--- config.mk ---
export PLATFORM = sky130hd
export DESIGN_NAME = mmv_arbiter
export DESIGN_NICKNAME = d
export VERILOG_FILES = /design/src/rtl/mmv_arb_pkg.sv /design/src/rtl/mmv_arb_ofifo.sv /design/src/rtl/mmv_arbiter.sv
export SDC_FILE = /design/constraint.sdc
export NUM_CORES = 1
export LEC_CHECK = 0
export CORE_UTILIZATION = 35
export DETAILED_ROUTE_END_ITERATION = 16
export PLACE_DENSITY = 0.74
export SYNTH_ARGS = -nofsm -noshare
export SYNTH_HDL_FRONTEND = slang
export SYNTH_SLANG_ARGS = --single-unit
--- constraint.sdc ---
create_clock -name clk -period 4.8 [get_ports clk]
set_clock_uncertainty 0.05 [all_clocks]
set_input_delay 1.2 -clock clk [delete_from_list [all_inputs] [get_ports clk]]
set_output_delay 1.2 -clock clk [all_outputs]
set_load 0.05 [all_outputs]
--- src/rtl/mmv_arb_pkg.sv ---
// Shared types and helpers for the MMV round-robin arbiter: lock state,
// round-robin search result and parameter range checks.
package mmv_arb_pkg;

    localparam int MIN_PORTS = 2;
    localparam int MAX_PORTS = 16;
    localparam int PW        = 4;

    typedef enum logic {
        ARB_OPEN   = 1'b0,
        ARB_LOCKED = 1'b1
    } arb_state_e;

    typedef struct packed {
        logic          found;
        logic [PW-1:0] idx;
    } rr_pick_t;

    function automatic bit nports_ok(input int n);
        return (n >= MIN_PORTS) && (n <= MAX_PORTS);
    endfunction

    function automatic bit depth_ok(input int d);
        return (d >= 2) && ((d & (d - 1)) == 0);
    endfunction

    // First requester at or after ptr, wrapping at nports.
    function automatic rr_pick_t rr_pick(input logic [MAX_PORTS-1:0] req,
                                         input logic [PW-1:0] ptr,
                                         input int nports);
        rr_pick_t r;
        int       p;
        r.found = 1'b0;
        r.idx   = '0;
        for (int k = 0; k < MAX_PORTS; k++) begin
            p = (int'(ptr) + k) % nports;
            if (k < nports && !r.found && req[p]) begin
                r.found = 1'b1;
                r.idx   = PW'(p);
            end
        end
        return r;
    endfunction

endpackage

--- src/rtl/mmv_arb_ofifo.sv ---
// Order FIFO holding the port index of each outstanding read. A pop on an
// empty FIFO with a simultaneous push passes the pushed entry straight through.
module mmv_arb_ofifo #(
    parameter int DEPTH = 4,
    parameter int W     = 1,
    localparam int AW   = $clog2(DEPTH)
) (
    input  logic          clk,
    input  logic          reset_n,
    input  logic          push,
    input  logic [W-1:0]  push_data,
    input  logic          pop,
    output logic [W-1:0]  head,
    output logic          full,
    output logic          empty,
    output logic [AW:0]   count
);

    logic [W-1:0]  mem [DEPTH];
    logic [AW-1:0] wr_ptr;
    logic [AW-1:0] rd_ptr;
    logic          do_push;
    logic          do_pop;

    assign empty   = (count == '0);
    assign full    = (count == (AW+1)'(DEPTH));
    assign head    = empty ? push_data : mem[rd_ptr];
    assign do_pop  = pop & ~empty;
    // When full, a push is only legal alongside a pop that frees the slot.
    assign do_push = push & ~(empty & pop) & (~full | pop);

    always_ff @(posedge clk) begin
        if (do_push) mem[wr_ptr] <= push_data;
    end

    always_ff @(posedge clk or negedge reset_n) begin
        if (!reset_n) begin
            wr_ptr <= '0;
            rd_ptr <= '0;
            count  <= '0;
        end else begin
            if (do_push) wr_ptr <= wr_ptr + 1'b1;
            if (do_pop)  rd_ptr <= rd_ptr + 1'b1;
            case ({do_push, do_pop})
                2'b10:   count <= count + 1'b1;
                2'b01:   count <= count - 1'b1;
                default: count <= count;
            endcase
        end
    end

endmodule

--- src/rtl/mmv_arbiter.sv ---
// Round-robin arbiter sharing one MMV slave among NPORTS masters; read data is
// steered back to the issuing port in order via the order FIFO.
module mmv_arbiter
    import mmv_arb_pkg::*;
#(
    parameter int NPORTS  = 2,
    parameter int AWIDTH  = 8,
    parameter int DWIDTH  = 8,
    parameter int RDEPTH  = 4,
    localparam int IWIDTH = $clog2(NPORTS),
    localparam int CWIDTH = $clog2(RDEPTH) + 1
) (
    input  logic                           clk,
    input  logic                           reset_n,
    input  logic [NPORTS-1:0][AWIDTH-1:0]  s_addr,
    input  logic [NPORTS-1:0]              s_wreq,
    input  logic [NPORTS-1:0][DWIDTH-1:0]  s_wdat,
    input  logic [NPORTS-1:0]              s_rreq,
    output logic [DWIDTH-1:0]              s_rdat,
    output logic [NPORTS-1:0]              s_rval,
    output logic [NPORTS-1:0]              s_busy,
    output logic [AWIDTH-1:0]              m_addr,
    output logic                           m_wreq,
    output logic [DWIDTH-1:0]              m_wdat,
    output logic                           m_rreq,
    input  logic [DWIDTH-1:0]              m_rdat,
    input  logic                           m_rval,
    input  logic                           m_busy,
    output logic                           rerr,
    output logic                           dbg_locked,
    output logic [CWIDTH-1:0]              dbg_ocount
);

    if (!nports_ok(NPORTS) || !depth_ok(RDEPTH)) begin : g_bad_params
        $error("mmv_arbiter: NPORTS must be 2..16 and RDEPTH a power of two >= 2");
    end

    // Handshake: a port holds s_wreq/s_rreq with addr/data until a cycle where
    // s_busy is low; that cycle is the accept. m_* follows the same rule against m_busy.
    logic [NPORTS-1:0] req;
    arb_state_e        state_q, state_d;
    logic [IWIDTH-1:0] ptr_q, ptr_d, gidx_q, gidx_d;
    logic [IWIDTH-1:0] win, sel;
    logic              active, rd_blocked, accept, push;
    rr_pick_t          pick;
    logic              pick_unused;
    logic              ofifo_full, ofifo_empty;
    logic [IWIDTH-1:0] ofifo_head;
    logic              rerr_q;

    assign req         = s_wreq | s_rreq;
    assign pick        = rr_pick(MAX_PORTS'(req), PW'(ptr_q), NPORTS);
    assign pick_unused = ^pick.idx;

    always_comb begin
        win        = '0;
        active     = 1'b0;
        if (state_q == ARB_LOCKED) begin
            win    = gidx_q;
            active = req[gidx_q];
        end else begin
            win    = pick.idx[IWIDTH-1:0];
            active = pick.found;
        end
        // A pop in the same cycle frees a slot, so only a non-popping full FIFO blocks.
        rd_blocked = active & s_rreq[win] & ofifo_full & ~m_rval;
        accept     = reset_n & active & ~m_busy & ~rd_blocked;
        push       = accept & s_rreq[win];
        sel        = active ? win : '0;
        m_addr     = s_addr[sel];
        m_wdat     = s_wdat[sel];
        m_wreq     = reset_n & active & s_wreq[win];
        m_rreq     = reset_n & active & s_rreq[win] & ~rd_blocked;
        for (int i = 0; i < NPORTS; i++) begin
            if (active && IWIDTH'(i) == win) s_busy[i] = reset_n & (m_busy | rd_blocked);
            else                             s_busy[i] = reset_n & req[i];
        end
    end

    always_comb begin
        state_d = state_q;
        ptr_d   = ptr_q;
        gidx_d  = gidx_q;
        if (accept) begin
            state_d = ARB_OPEN;
            ptr_d   = (win == IWIDTH'(NPORTS - 1)) ? '0 : win + 1'b1;
        end else if (active) begin
            state_d = ARB_LOCKED;
            gidx_d  = win;
        end
    end

    always_ff @(posedge clk or negedge reset_n) begin
        if (!reset_n) begin
            state_q <= ARB_OPEN;
            ptr_q   <= '0;
            gidx_q  <= '0;
            rerr_q  <= 1'b0;
        end else begin
            state_q <= state_d;
            ptr_q   <= ptr_d;
            gidx_q  <= gidx_d;
            if (m_rval && ofifo_empty && !push) rerr_q <= 1'b1;
        end
    end

    mmv_arb_ofifo #(
        .DEPTH (RDEPTH),
        .W     (IWIDTH)
    ) u_ofifo (
        .clk       (clk),
        .reset_n   (reset_n),
        .push      (push),
        .push_data (win),
        .pop       (m_rval),
        .head      (ofifo_head),
        .full      (ofifo_full),
        .empty     (ofifo_empty),
        .count     (dbg_ocount)
    );

    always_comb begin
        s_rval = '0;
        if (m_rval && (!ofifo_empty || push)) s_rval[ofifo_head] = 1'b1;
    end

    assign s_rdat     = m_rdat;
    assign rerr       = rerr_q;
    assign dbg_locked = (state_q == ARB_LOCKED);

endmodule

==> results_tabular.tex, run 1 <==
\begin{tabular}{lr}
\hline
Metric & Value \\
\hline
\multicolumn{2}{l}{\textbf{Outcome}} \\
Status & complete, no violations \\
\multicolumn{2}{l}{\textbf{Yosys}} \\
Number of synthesized flops with an enable pin & 4 \\
Synthesized area per cell & 11.3 sq um \\
Gate Count Post-Synth & 118 \\
Most instantiated flip-flop cell in the synthesis netlist & sky130\_fd\_sc\_hd\_\_dfrtp\_1 \\
Area fraction in compound gates after synthesis & 17.1\% \\
Cell accounting for the most synthesized area & sky130\_fd\_sc\_hd\_\_dfrtp\_1 \\
Area fraction in and, or, nand and nor cells after synthesis & 15.0\% \\
Multiplexer share of the synthesized area & around a fifth \\
Post-synthesis cell type count & 44 \\
Leading post-synthesis cells by cell area & sky130\_fd\_sc\_hd\_\_dfrtp\_1, sky130\_fd\_sc\_hd\_\_mux2\_4, sky130\_fd\_sc\_hd\_\_edfxtp\_1 \\
Area share of fa/ha/maj cells after synthesis & under 10\% \\
Combinational family with the most area after synthesis & multiplexers \\
Proportion of synthesized flip-flops having asynchronous set or reset & around three quarters \\
Synth Cell Area & 1330 sq um \\
Register area share after synthesis & just under 30\% \\
Synth top area share & 20.7\% \\
XOR/XNOR Fraction of Synth Area & between 3 and 4\% \\
Post-synth net total & 172 \\
Number of synthesized register bits & 15 \\
Yosys warnings & 0 \\
\multicolumn{2}{l}{\textbf{Timing}} \\
Final Max Tran Viols & 0 \\
Min Clock Period, post-route & 4.46 ns \\
Unrepaired setup endpoints after global routing & no \\
Final count of hold timing violations & 0 \\
Final Worst Setup Slack & 0.337 ns \\
Final worst-path cycle share & 93.0\% \\
Worst slew pin tran & 0.636 ns \\
Post-Route Hold Slack & $\sim$0.43 ns \\
Fmax & 0.224 GHz \\
Total negative setup slack & 0 ns \\
Finish-stage setup viols & 0 \\
Remaining max-slew budget at the tightest pin & roughly 57\% \\
\multicolumn{2}{l}{\textbf{Clocking}} \\
Max clock buf depth & 2 \\
Post-CTS Setup Inserts & 0 \\
Cts repair resizes & 0 \\
Total clock buffers created by CTS & 3 \\
Worst-Skew Late Latency & roughly 0.24 ns \\
Clock-pin slew on the worst setup and hold paths & 0.06 ns \\
Htree depth & 1 \\
CTS Hold Bufs & 0 \\
Clock tree root buffer cell & sky130\_fd\_sc\_hd\_\_clkbuf\_8 \\
Clock tree from TritonCTS & built \\
Clock sinks & 15 \\
\multicolumn{2}{l}{\textbf{Worst setup path}} \\
Maximum cell stage delay along the critical path & $\sim$0.54 ns \\
Chain of cells forming the critical path & clkdlybuf4s50\_1 -> o21ba\_2 -> o21ai\_1 -> nor2\_1 -> nor3\_1 -> buf\_12 \\
Buffers plus inverters on the worst setup path & 2 \\
Setup CP Type & in -> out \\
Worst path required time & between 3 and 4 ns \\
Max FO, Critical Path & 7 \\
Critical-path top delay cell & sky130\_fd\_sc\_hd\_\_clkdlybuf4s50\_1 \\
Endpoint kind of the worst setup timing path & primary output \\
Worst Setup Start Kind & input pin \\
Cell class contributing the biggest share of worst-path delay & compound AO/OA/AOI/OAI gates \\
Critical path data arrival time & 3.21 ns \\
\multicolumn{2}{l}{\textbf{Routing}} \\
Via count & 1145 \\
Number of vias per cell & around 5 \\
Detail Route Antenna Nets & 0 \\
Detailed-route wire length & 3.19 mm \\
Number of detailed-routing iterations run before antenna repair & 4 \\
Count of routing violations after the opening detailed-route iteration & 29 \\
Per-cell routed wire length & approximately 14 um \\
Post-route DRC violation count & 0 \\
\multicolumn{2}{l}{\textbf{Global route}} \\
Met1 Resource Use GR & 19.0\% \\
Number of antenna violations at the first check in global routing & 0 \\
Met2 track utilization from global routing & 29.3\% \\
Met3 global-route usage & between 3 and 4\% \\
Wire length of the first global-routing pass & 5.22 mm \\
Busiest metal layer after global routing & met2 \\
Remaining global-route overflow & 0 \\
Vias in the first global route & 1166 \\
Global Route Usage Sum & 16.3\% \\
Largest net degree at the start of global routing & 18 \\
\multicolumn{2}{l}{\textbf{Placed design}} \\
Placer Congestion & 0.857 \\
Post-DP HPWL & 2.63 mm \\
Minimum setup slack after placement & 0.381 ns \\
Instance area at placement & approximately 2100 sq um \\
Buffers added on ports & 66 \\
\multicolumn{2}{l}{\textbf{Finish}} \\
Final net count & 236 \\
Diodes inserted & 0 \\
Fillers & slightly above 300 \\
Commonest cells after routing, fill and taps aside & sky130\_fd\_sc\_hd\_\_clkdlybuf4s50\_1, sky130\_fd\_sc\_hd\_\_buf\_12, sky130\_fd\_sc\_hd\_\_buf\_4 \\
Area Growth Syn to Fin & 59.8\% \\
Share of cells above drive strength 1 & 32.0\% \\
Most common cell after layout, fill and taps aside & sky130\_fd\_sc\_hd\_\_clkdlybuf4s50\_1 \\
Utilization after layout & 58.1\% \\
Final std cell area, no fill & roughly 2100 sq um \\
\multicolumn{2}{l}{\textbf{Die}} \\
Number of top-level design ports & 83 \\
Chip height & approximately 64 um \\
Standard-cell rows & 22 \\
Placeable core region & about 3700 sq um \\
Initial core utilization & 36.4\% \\
Floorplan die width & around 64 um \\
Die area & a little over 4000 sq um \\
\multicolumn{2}{l}{\textbf{Pwr}} \\
Leakage & roughly 0.9 nW \\
Power density normalized to cell area & approximately 550 nW/um\^{}2 \\
Peak supply drop & 0.250 mV \\
\multicolumn{2}{l}{\textbf{Hold path}} \\
Hold/Removal Path Class & reg -> reg \\
\multicolumn{2}{l}{\textbf{Flow run}} \\
Max-cap check violation count & 0 \\
\hline
\end{tabular}
==> cells in the mapped netlist, types with 2 or more instances <==
master                      n
sky130_fd_sc_hd__xnor2_1    3
sky130_fd_sc_hd__inv_1      6
sky130_fd_sc_hd__nand3_1    2
sky130_fd_sc_hd__dfrtp_1   11
sky130_fd_sc_hd__nand2b_1   4
sky130_fd_sc_hd__nor2_1     4
sky130_fd_sc_hd__or2_2      2
sky130_fd_sc_hd__xor2_1     3
sky130_fd_sc_hd__a21oi_1    4
sky130_fd_sc_hd__buf_4      8
sky130_fd_sc_hd__and2_1     4
sky130_fd_sc_hd__nand2_1    7
sky130_fd_sc_hd__ha_1       5
sky130_fd_sc_hd__o311a_1    2
sky130_fd_sc_hd__nor3_1     3
sky130_fd_sc_hd__mux2_4    10
sky130_fd_sc_hd__nor2b_1    2
sky130_fd_sc_hd__edfxtp_1   4
sky130_fd_sc_hd__mux2_2     7
sky130_fd_sc_hd__a31oi_1    2
sky130_fd_sc_hd__o21ai_0    2
==> power breakdown <==
group / internal (mW) / switching (mW)
registers: 0.183 / 0.0534
logic: 0.366 / 0.458
clock network: 0.0587 / 0.0436
==> layer usage <==
layer  up-vias  wire, um
met1       549      1230
met5         -         0
met2        51      1710
met4         0        19
met3         2       221
li1        543         -
==> through the flow <==
step	total power, mW	instances
2_1_floorplan	0.812	118
3_3_place_gp	1.04	225
3_5_place_dp	1.06	225
4_1_cts	1.17	229
5_1_grt	1.23	229
6_report	1.16	229
==> worst paths after layout <==
path                                  start           endpoint  slack, ns  cells past startpoint
setup / recovery                  s_rreq[0]             m_rreq       0.34                      6
hold / removal                         rerr               rerr       0.43                      1
setup reg to reg           u_ofifo.count[0]   u_ofifo.count[2]       2.20                     10
hold reg to reg                        rerr               rerr       0.43                      1
max in group asynchronous           reset_n  u_ofifo.rd_ptr[0]       3.26                      2
min in group asynchronous           reset_n  u_ofifo.wr_ptr[1]       1.27                      2
==> flip-flops by register name (all words and copies together) (netlist names) <==
| name | count |
|---|---|
| ptr_q | 1 |
| u_ofifo.count | 3 |
| u_ofifo.wr_ptr | 2 |
| gidx_q | 1 |
| dbg_locked | 1 |
| u_ofifo.mem | 4 |
| u_ofifo.rd_ptr | 2 |
| rerr | 1 |
==> area by class of cell <==
type	count	area, sq um	area share, %
clock buffer	4	45.0	2.12
sequential	15	395	18.6
timing repair buffer	68	771	36.2
multi-input combinational	87	825	38.8
tap	48	60.1	2.82
inverter	7	31.3	1.47
==> cell families (layout without fill, tap and decap cells) <==
| group | after synthesis | count (layout) |
|---|---|---|
| xor+xnor | 6 | 6 |
| fa+ha+maj | 6 | 6 |
| mux | 19 | 19 |
| buf+inv | 16 | 79 |
| simple gates | 31 | 31 |
| compound gates | 25 | 25 |
| flops | 15 | 15 |
Note: power is estimated with default switching activity, not from simulation.
==> run 2: changes to the inputs <==
CORE_UTILIZATION = 40   (was 35)
PLACE_DENSITY = 0.83   (was 0.74)
==> run 2 against run 1 <==
Compared with the run above:
- sequential power is essentially flat
- worst hold slack gained 0.012 ns
- final cell count shrank 1.7%
- worst setup slack gained 0.070 ns
- design area shrank 1.1%
- first-iteration DRC count grew 100%
- highest routed layer unchanged
- register-to-register slack is essentially flat
- maximum frequency grew 1.6%
- flip-flop and latch count is the same
- non-clock buffer count is the same
==> results_tabular.tex, run 2 (synthesis gave the netlist of run 1 again) <==
\begin{tabular}{lr}
\hline
Metric & Value \\
\hline
\multicolumn{2}{l}{\textbf{Worst setup path}} \\
Setup CP Type & in -> out \\
Chain of cells forming the critical path & clkdlybuf4s50\_1 -> o21ba\_2 -> o21ai\_1 -> nand3\_1 -> a21boi\_0 -> buf\_12 \\
CP Capture Point & s\_rval[1] \\
Stages on the worst setup path & 6 \\
Cell class contributing the biggest share of worst-path delay & compound AO/OA/AOI/OAI gates \\
Launching element of the worst setup path & s\_rreq[0] \\
Setup slack, reg-to-reg & around 2.2 ns \\
Number of cells traversed by the worst register-to-register path & 10 \\
Endpoint of the worst-slack reg-to-reg timing path & u\_ofifo.count[2] \\
Endpoint kind of the worst setup timing path & primary output \\
Maximum cell stage delay along the critical path & 0.55 ns \\
Launching point of the worst reg2reg path & u\_ofifo.count[0] \\
Worst path required time & 3.55 ns \\
Buffers plus inverters on the worst setup path & 2 \\
Critical path data arrival time & 3.14 ns \\
Critical-path top delay cell & sky130\_fd\_sc\_hd\_\_clkdlybuf4s50\_1 \\
Worst Setup Start Kind & input pin \\
Max FO, Critical Path & 7 \\
\multicolumn{2}{l}{\textbf{Timing}} \\
Final worst-path cycle share & 91.5\% \\
Total negative setup slack & 0 ns \\
Final count of hold timing violations & 0 \\
Min Clock Period, post-route & 4.39 ns \\
Final Max Tran Viols & 0 \\
Fmax & 0.228 GHz \\
Unrepaired setup endpoints after global routing & no \\
Remaining max-slew budget at the tightest pin & a little under three fifths \\
Worst slew pin tran & 0.646 ns \\
Finish-stage setup viols & 0 \\
\multicolumn{2}{l}{\textbf{Placed design}} \\
Instance area at placement & 2080 sq um \\
Placer Congestion & 0.850 \\
Buffers added on ports & 66 \\
Post-DP HPWL & about 2.8 mm \\
Placed cells & 221 \\
\multicolumn{2}{l}{\textbf{Clocking}} \\
Post-CTS Setup Inserts & 0 \\
CTS Hold Bufs & 0 \\
Cts repair resizes & 0 \\
Clock tree from TritonCTS & built \\
Clock tree root buffer cell & sky130\_fd\_sc\_hd\_\_clkbuf\_4 \\
Clock sinks & 15 \\
Clock-pin slew on the worst setup and hold paths & around 0.080 ns \\
Max clock buf depth & 2 \\
Worst-Skew Late Latency & 0.28 ns \\
Htree depth & 1 \\
Total clock buffers created by CTS & 3 \\
\multicolumn{2}{l}{\textbf{Routing}} \\
Detail Route Antenna Nets & 0 \\
Number of detailed-routing iterations run before antenna repair & 5 \\
Per-cell routed wire length & about 14 um \\
Count of routing violations after the opening detailed-route iteration & 59 \\
Topmost layer with routed signal wires & met4 \\
Via count & 1117 \\
Number of vias per cell & 4.96 \\
Met3 wire length & 203 um \\
Routed length on met2 & 1.76 mm \\
Post-route DRC violation count & 0 \\
Detailed-route wire length & 3.23 mm \\
Detailed-route wire length on metal 1 & 1.24 mm \\
\multicolumn{2}{l}{\textbf{Finish}} \\
Most common cell after layout, fill and taps aside & sky130\_fd\_sc\_hd\_\_clkdlybuf4s50\_1 \\
Max FFs per register & 4 \\
Final net count & roughly 240 \\
Diodes inserted & 0 \\
Area Growth Syn to Fin & 58.0\% \\
Commonest cells after routing, fill and taps aside & sky130\_fd\_sc\_hd\_\_clkdlybuf4s50\_1, sky130\_fd\_sc\_hd\_\_buf\_12, sky130\_fd\_sc\_hd\_\_buf\_4 \\
Sequential cell area & 395 sq um \\
Fillers & between 200 and 300 \\
Regs by FF count & u\_ofifo.mem (4), u\_ofifo.count (3) \\
Area taken by multi-input logic gates & 825 sq um \\
Final Non-Filler Cells & 225 \\
Share of cells above drive strength 1 & 32.0\% \\
Register bank with the most flops & u\_ofifo.mem \\
Final std cell area, no fill & 2100 sq um \\
\multicolumn{2}{l}{\textbf{Die}} \\
Floorplan die width & 59.7 um \\
Standard-cell rows & 20 \\
Initial core utilization & between 40\% and 50\% \\
Number of top-level design ports & between 80 and 90 \\
Die area & 3560 sq um \\
Placeable core region & 3100 sq um \\
Chip height & 59.7 um \\
\multicolumn{2}{l}{\textbf{Outcome}} \\
Status & complete, no violations \\
\multicolumn{2}{l}{\textbf{Global route}} \\
Global Route Usage Sum & 18.6\% \\
Vias in the first global route & roughly 1100 \\
Wire length of the first global-routing pass & 4.95 mm \\
Largest net degree at the start of global routing & 18 \\
Number of antenna violations at the first check in global routing & 0 \\
Remaining global-route overflow & 0 \\
\multicolumn{2}{l}{\textbf{Pwr}} \\
Power density normalized to cell area & 537 nW/um\^{}2 \\
Peak supply drop & about 0.26 mV \\
Design Power & between 1 and 1.5 mW \\
Leakage & 0.888 nW \\
\multicolumn{2}{l}{\textbf{Hold path}} \\
Hold/Removal Path Class & reg -> reg \\
\multicolumn{2}{l}{\textbf{Flow run}} \\
Max-cap check violation count & 0 \\
\hline
\end{tabular}
[run 2: cell counts in the layout (fill, tap and decap cells not counted)]
Identical to the previous run, type by type.
[run 2: through the flow]
step / utilization, % / hold slack [ns] / worst slack, ns
5_1_grt: 67.8 / 0.466 / 0.320
3_3_place_gp: 66.9 / 0.403 / 0.451
3_5_place_dp: 66.9 / 0.431 / 0.424
2_1_floorplan: - / 0.403 / 0.523
6_report: 67.8 / 0.438 / 0.406
4_1_cts: 67.8 / 0.451 / 0.422
[run 2: how the worst min path moves through the flow]
stage / startpoint / end / slack [ns] / depth (start not counted)
detailed placement: rerr / rerr / 0.43 / 1
finish: rerr / rerr / 0.44 / 1
floorplan: u_ofifo.rd_ptr[1] / u_ofifo.rd_ptr[1] / 0.40 / 1
global route: rerr / rerr / 0.47 / 1
global placement: rerr / rerr / 0.40 / 1
CTS: rerr / rerr / 0.45 / 1
[run 2: area by class of cell]
type / count / area share, %
multi-input combinational: 87 / 39.2
timing repair buffer: 68 / 36.6
sequential: 15 / 18.8
tap: 44 / 2.62
inverter: 7 / 1.49
clock buffer: 4 / 1.25
[run 2: routing by layer]
| layer | vias up | global-route usage [%] |
|---|---|---|
| met4 | 0 | 4.32 |
| li1 | 540 | - |
| met2 | 45 | 32.7 |
| met1 | 530 | 22.7 |
| met3 | 2 | 4.55 |
| met5 | - | 0 |
[run 2: worst register-to-register path, cell delays in order (launching register included)]
cell	delay [ns]
sky130_fd_sc_hd__dfrtp_1	0.45
sky130_fd_sc_hd__nor3_1	0.57
sky130_fd_sc_hd__a21oi_1	0.17
sky130_fd_sc_hd__o211a_4	0.20
sky130_fd_sc_hd__inv_1	0.06
sky130_fd_sc_hd__ha_1	0.18
sky130_fd_sc_hd__inv_1	0.06
sky130_fd_sc_hd__fa_1	0.37
sky130_fd_sc_hd__xor2_1	0.15
sky130_fd_sc_hd__nor2_1	0.11
sky130_fd_sc_hd__xor2_1	0.15
[run 2: power by group]
group	internal, mW	switching (mW)	total [mW]
Sequential	0.183	0.0544	0.237
Clock	0.0322	0.0382	0.0704
Combinational	0.366	0.456	0.822
Total	0.581	0.549	1.13
==> run 3: changes to the inputs <==
CORE_MARGIN = 10   (was not set)
CORE_UTILIZATION = 41   (was 40)
CTS_BUF_LIST = sky130_fd_sc_hd__clkbuf_4   (was not set)
PLACE_DENSITY = 0.85   (was 0.83)
==> run 3 against run 2 <==
Compared with the run above:
- sequential power is 2% lower
- final cell count stayed put
- clock-buffer cell count did not move
- global-route usage fell by 5.1 points
- worst setup slack improved by 0.0053 ns
- die area grew 66%
- power increased by 1.8%
- sequential share of layout area fell by 0.14 points
- utilization increased by 1.1 points
- maximum frequency grew 0.12%
- design area grew 0.77%
- non-clock buffer count is the same
==> results_tabular.tex, run 3 (synthesis gave the netlist of run 1 again) <==
\begin{tabular}{lr}
\hline
Metric & Value \\
\hline
\multicolumn{2}{l}{\textbf{Outcome}} \\
Status & complete, no violations \\
\multicolumn{2}{l}{\textbf{Timing}} \\
Final Max Tran Viols & 0 \\
Remaining max-slew budget at the tightest pin & 57.1\% \\
Unrepaired setup endpoints after global routing & no \\
Total negative setup slack & 0 ns \\
Min Clock Period, post-route & 4.39 ns \\
Worst slew pin tran & around 0.64 ns \\
Finish-stage setup viols & 0 \\
Final worst-path cycle share & 91.4\% \\
Final count of hold timing violations & 0 \\
Fmax & around 0.23 GHz \\
\multicolumn{2}{l}{\textbf{Routing}} \\
Post-route DRC violation count & 0 \\
Detail Route Antenna Nets & 0 \\
Per-cell routed wire length & 18.1 um \\
Via count & 1116 \\
Number of detailed-routing iterations run before antenna repair & 4 \\
Detailed-route wire length & between 4 and 5 mm \\
Count of routing violations after the opening detailed-route iteration & $\sim$120 \\
Number of vias per cell & 4.96 \\
\multicolumn{2}{l}{\textbf{Flow run}} \\
Max-cap check violation count & 0 \\
\multicolumn{2}{l}{\textbf{Worst setup path}} \\
Worst Setup Start Kind & input pin \\
Setup CP Type & in -> out \\
Critical path data arrival time & 3.14 ns \\
Critical-path top delay cell & sky130\_fd\_sc\_hd\_\_clkdlybuf4s50\_1 \\
Buffers plus inverters on the worst setup path & 2 \\
Maximum cell stage delay along the critical path & 0.55 ns \\
Setup slack, reg-to-reg & roughly 2.2 ns \\
Worst path required time & 3.55 ns \\
Cell class contributing the biggest share of worst-path delay & compound AO/OA/AOI/OAI gates \\
Chain of cells forming the critical path & clkdlybuf4s50\_1 -> o21ba\_2 -> o211a\_1 -> o21a\_1 -> o311a\_1 -> buf\_12 \\
Max FO, Critical Path & 7 \\
Endpoint kind of the worst setup timing path & primary output \\
\multicolumn{2}{l}{\textbf{Global route}} \\
Largest net degree at the start of global routing & 18 \\
Remaining global-route overflow & 0 \\
Global Route Usage Sum & 13.5\% \\
Vias in the first global route & 1211 \\
Number of antenna violations at the first check in global routing & 0 \\
Wire length of the first global-routing pass & roughly 6.5 mm \\
\multicolumn{2}{l}{\textbf{Pwr}} \\
Leakage & between 0.8 and 0.9 nW \\
Power density normalized to cell area & 543 nW/um\^{}2 \\
Peak supply drop & between 0.2 and 0.3 mV \\
Design Power & around 1.2 mW \\
\multicolumn{2}{l}{\textbf{Placed design}} \\
Buffers added on ports & 66 \\
Placer Congestion & 0.877 \\
Post-DP HPWL & around 3.5 mm \\
\multicolumn{2}{l}{\textbf{Clocking}} \\
CTS Hold Bufs & 0 \\
Worst-Skew Late Latency & $\sim$0.28 ns \\
Total clock buffers created by CTS & 3 \\
Clock tree from TritonCTS & built \\
Htree depth & 1 \\
Clock-pin slew on the worst setup and hold paths & roughly 0.09 ns \\
Clock sinks & 15 \\
Post-CTS Setup Inserts & 0 \\
Clock tree root buffer cell & sky130\_fd\_sc\_hd\_\_clkbuf\_4 \\
Cts repair resizes & 0 \\
Max clock buf depth & 2 \\
\multicolumn{2}{l}{\textbf{Finish}} \\
Final net count & 236 \\
Register bank with the most flops & u\_ofifo.mem \\
Most common cell after layout, fill and taps aside & sky130\_fd\_sc\_hd\_\_clkdlybuf4s50\_1 \\
Commonest cells after routing, fill and taps aside & sky130\_fd\_sc\_hd\_\_clkdlybuf4s50\_1, sky130\_fd\_sc\_hd\_\_buf\_12, sky130\_fd\_sc\_hd\_\_dfrtp\_1, sky130\_fd\_sc\_hd\_\_buf\_4, sky130\_fd\_sc\_hd\_\_mux2\_4 \\
Utilization after layout & 68.9\% \\
Area Growth Syn to Fin & 59.2\% \\
Regs by FF count & u\_ofifo.mem (4), u\_ofifo.count (3) \\
Diodes inserted & 0 \\
Share of cells above drive strength 1 & 32.6\% \\
Max FFs per register & 4 \\
\multicolumn{2}{l}{\textbf{Hold path}} \\
Hold/Removal Path Class & reg -> reg \\
\multicolumn{2}{l}{\textbf{Die}} \\
Die area & 5930 sq um \\
Standard-cell rows & 20 \\
Chip height & 77.0 um \\
Number of top-level design ports & 83 \\
Placeable core region & 3080 sq um \\
Initial core utilization & 43.3\% \\
Floorplan die width & between 70 and 80 um \\
\hline
\end{tabular}
[run 3: path summary, 6_finish.rpt]
path                             startpoint           endpoint  cells past startpoint
max in group asynchronous           reset_n  u_ofifo.wr_ptr[0]                      2
setup reg to reg           u_ofifo.count[0]   u_ofifo.count[2]                     10
setup / recovery                  s_rreq[0]          s_busy[0]                      6
min in group asynchronous           reset_n   u_ofifo.count[2]                      2
hold reg to reg                        rerr               rerr                      1
hold / removal                         rerr               rerr                      1
[run 3: through the flow]
stage | hold slack (ns) | setup slack, ns | cells | area [sq um]
finish | 0.420 | 0.412 | 225 | 2120
global route | 0.465 | 0.324 | 225 | 2120
CTS | 0.428 | 0.422 | 225 | 2120
detailed placement | 0.407 | 0.429 | 221 | 2090
global placement | 0.409 | 0.477 | 221 | 2090
floorplan | 0.403 | 0.523 | 118 | 1330
[run 3: routing by layer]
layer  up-vias  routed length [um]  global-route usage (%)  part of all wire (%)
li1        546                   -                       -                     -
met1       539                1470                    14.3                    36
met2        29                2310                    25.0                    57
met3         2                 241                    4.90                   5.9
met4         0                  42                    2.19                   1.0
met5         -                   0                       0                     0
[run 3: worst register-to-register path, cell delays in order (launching register included)]
cell and delay [ns]:
sky130_fd_sc_hd__dfrtp_1 0.45, sky130_fd_sc_hd__nor3_1 0.56, sky130_fd_sc_hd__a21oi_1 0.18, sky130_fd_sc_hd__o211a_4 0.20
sky130_fd_sc_hd__inv_1 0.06, sky130_fd_sc_hd__ha_1 0.18, sky130_fd_sc_hd__inv_1 0.07, sky130_fd_sc_hd__fa_1 0.37
sky130_fd_sc_hd__xor2_1 0.15, sky130_fd_sc_hd__nor2_1 0.12, sky130_fd_sc_hd__xor2_1 0.15
[run 3: layout make-up]
| type | instances | area [sq um] |
|---|---|---|
| fill | 232 | 958 |
| multi-input combinational | 87 | 825 |
| tap | 44 | 55.1 |
| clock buffer | 4 | 30.0 |
| sequential | 15 | 395 |
| timing repair buffer | 68 | 783 |
| inverter | 7 | 31.3 |
[run 3: power breakdown]
| group | leakage, nW | internal, mW | switching [mW] |
|---|---|---|---|
| clock | 0.0184 | 0.0379 | 0.0402 |
| combinational | 0.715 | 0.372 | 0.467 |
| sequential | 0.163 | 0.183 | 0.0502 |
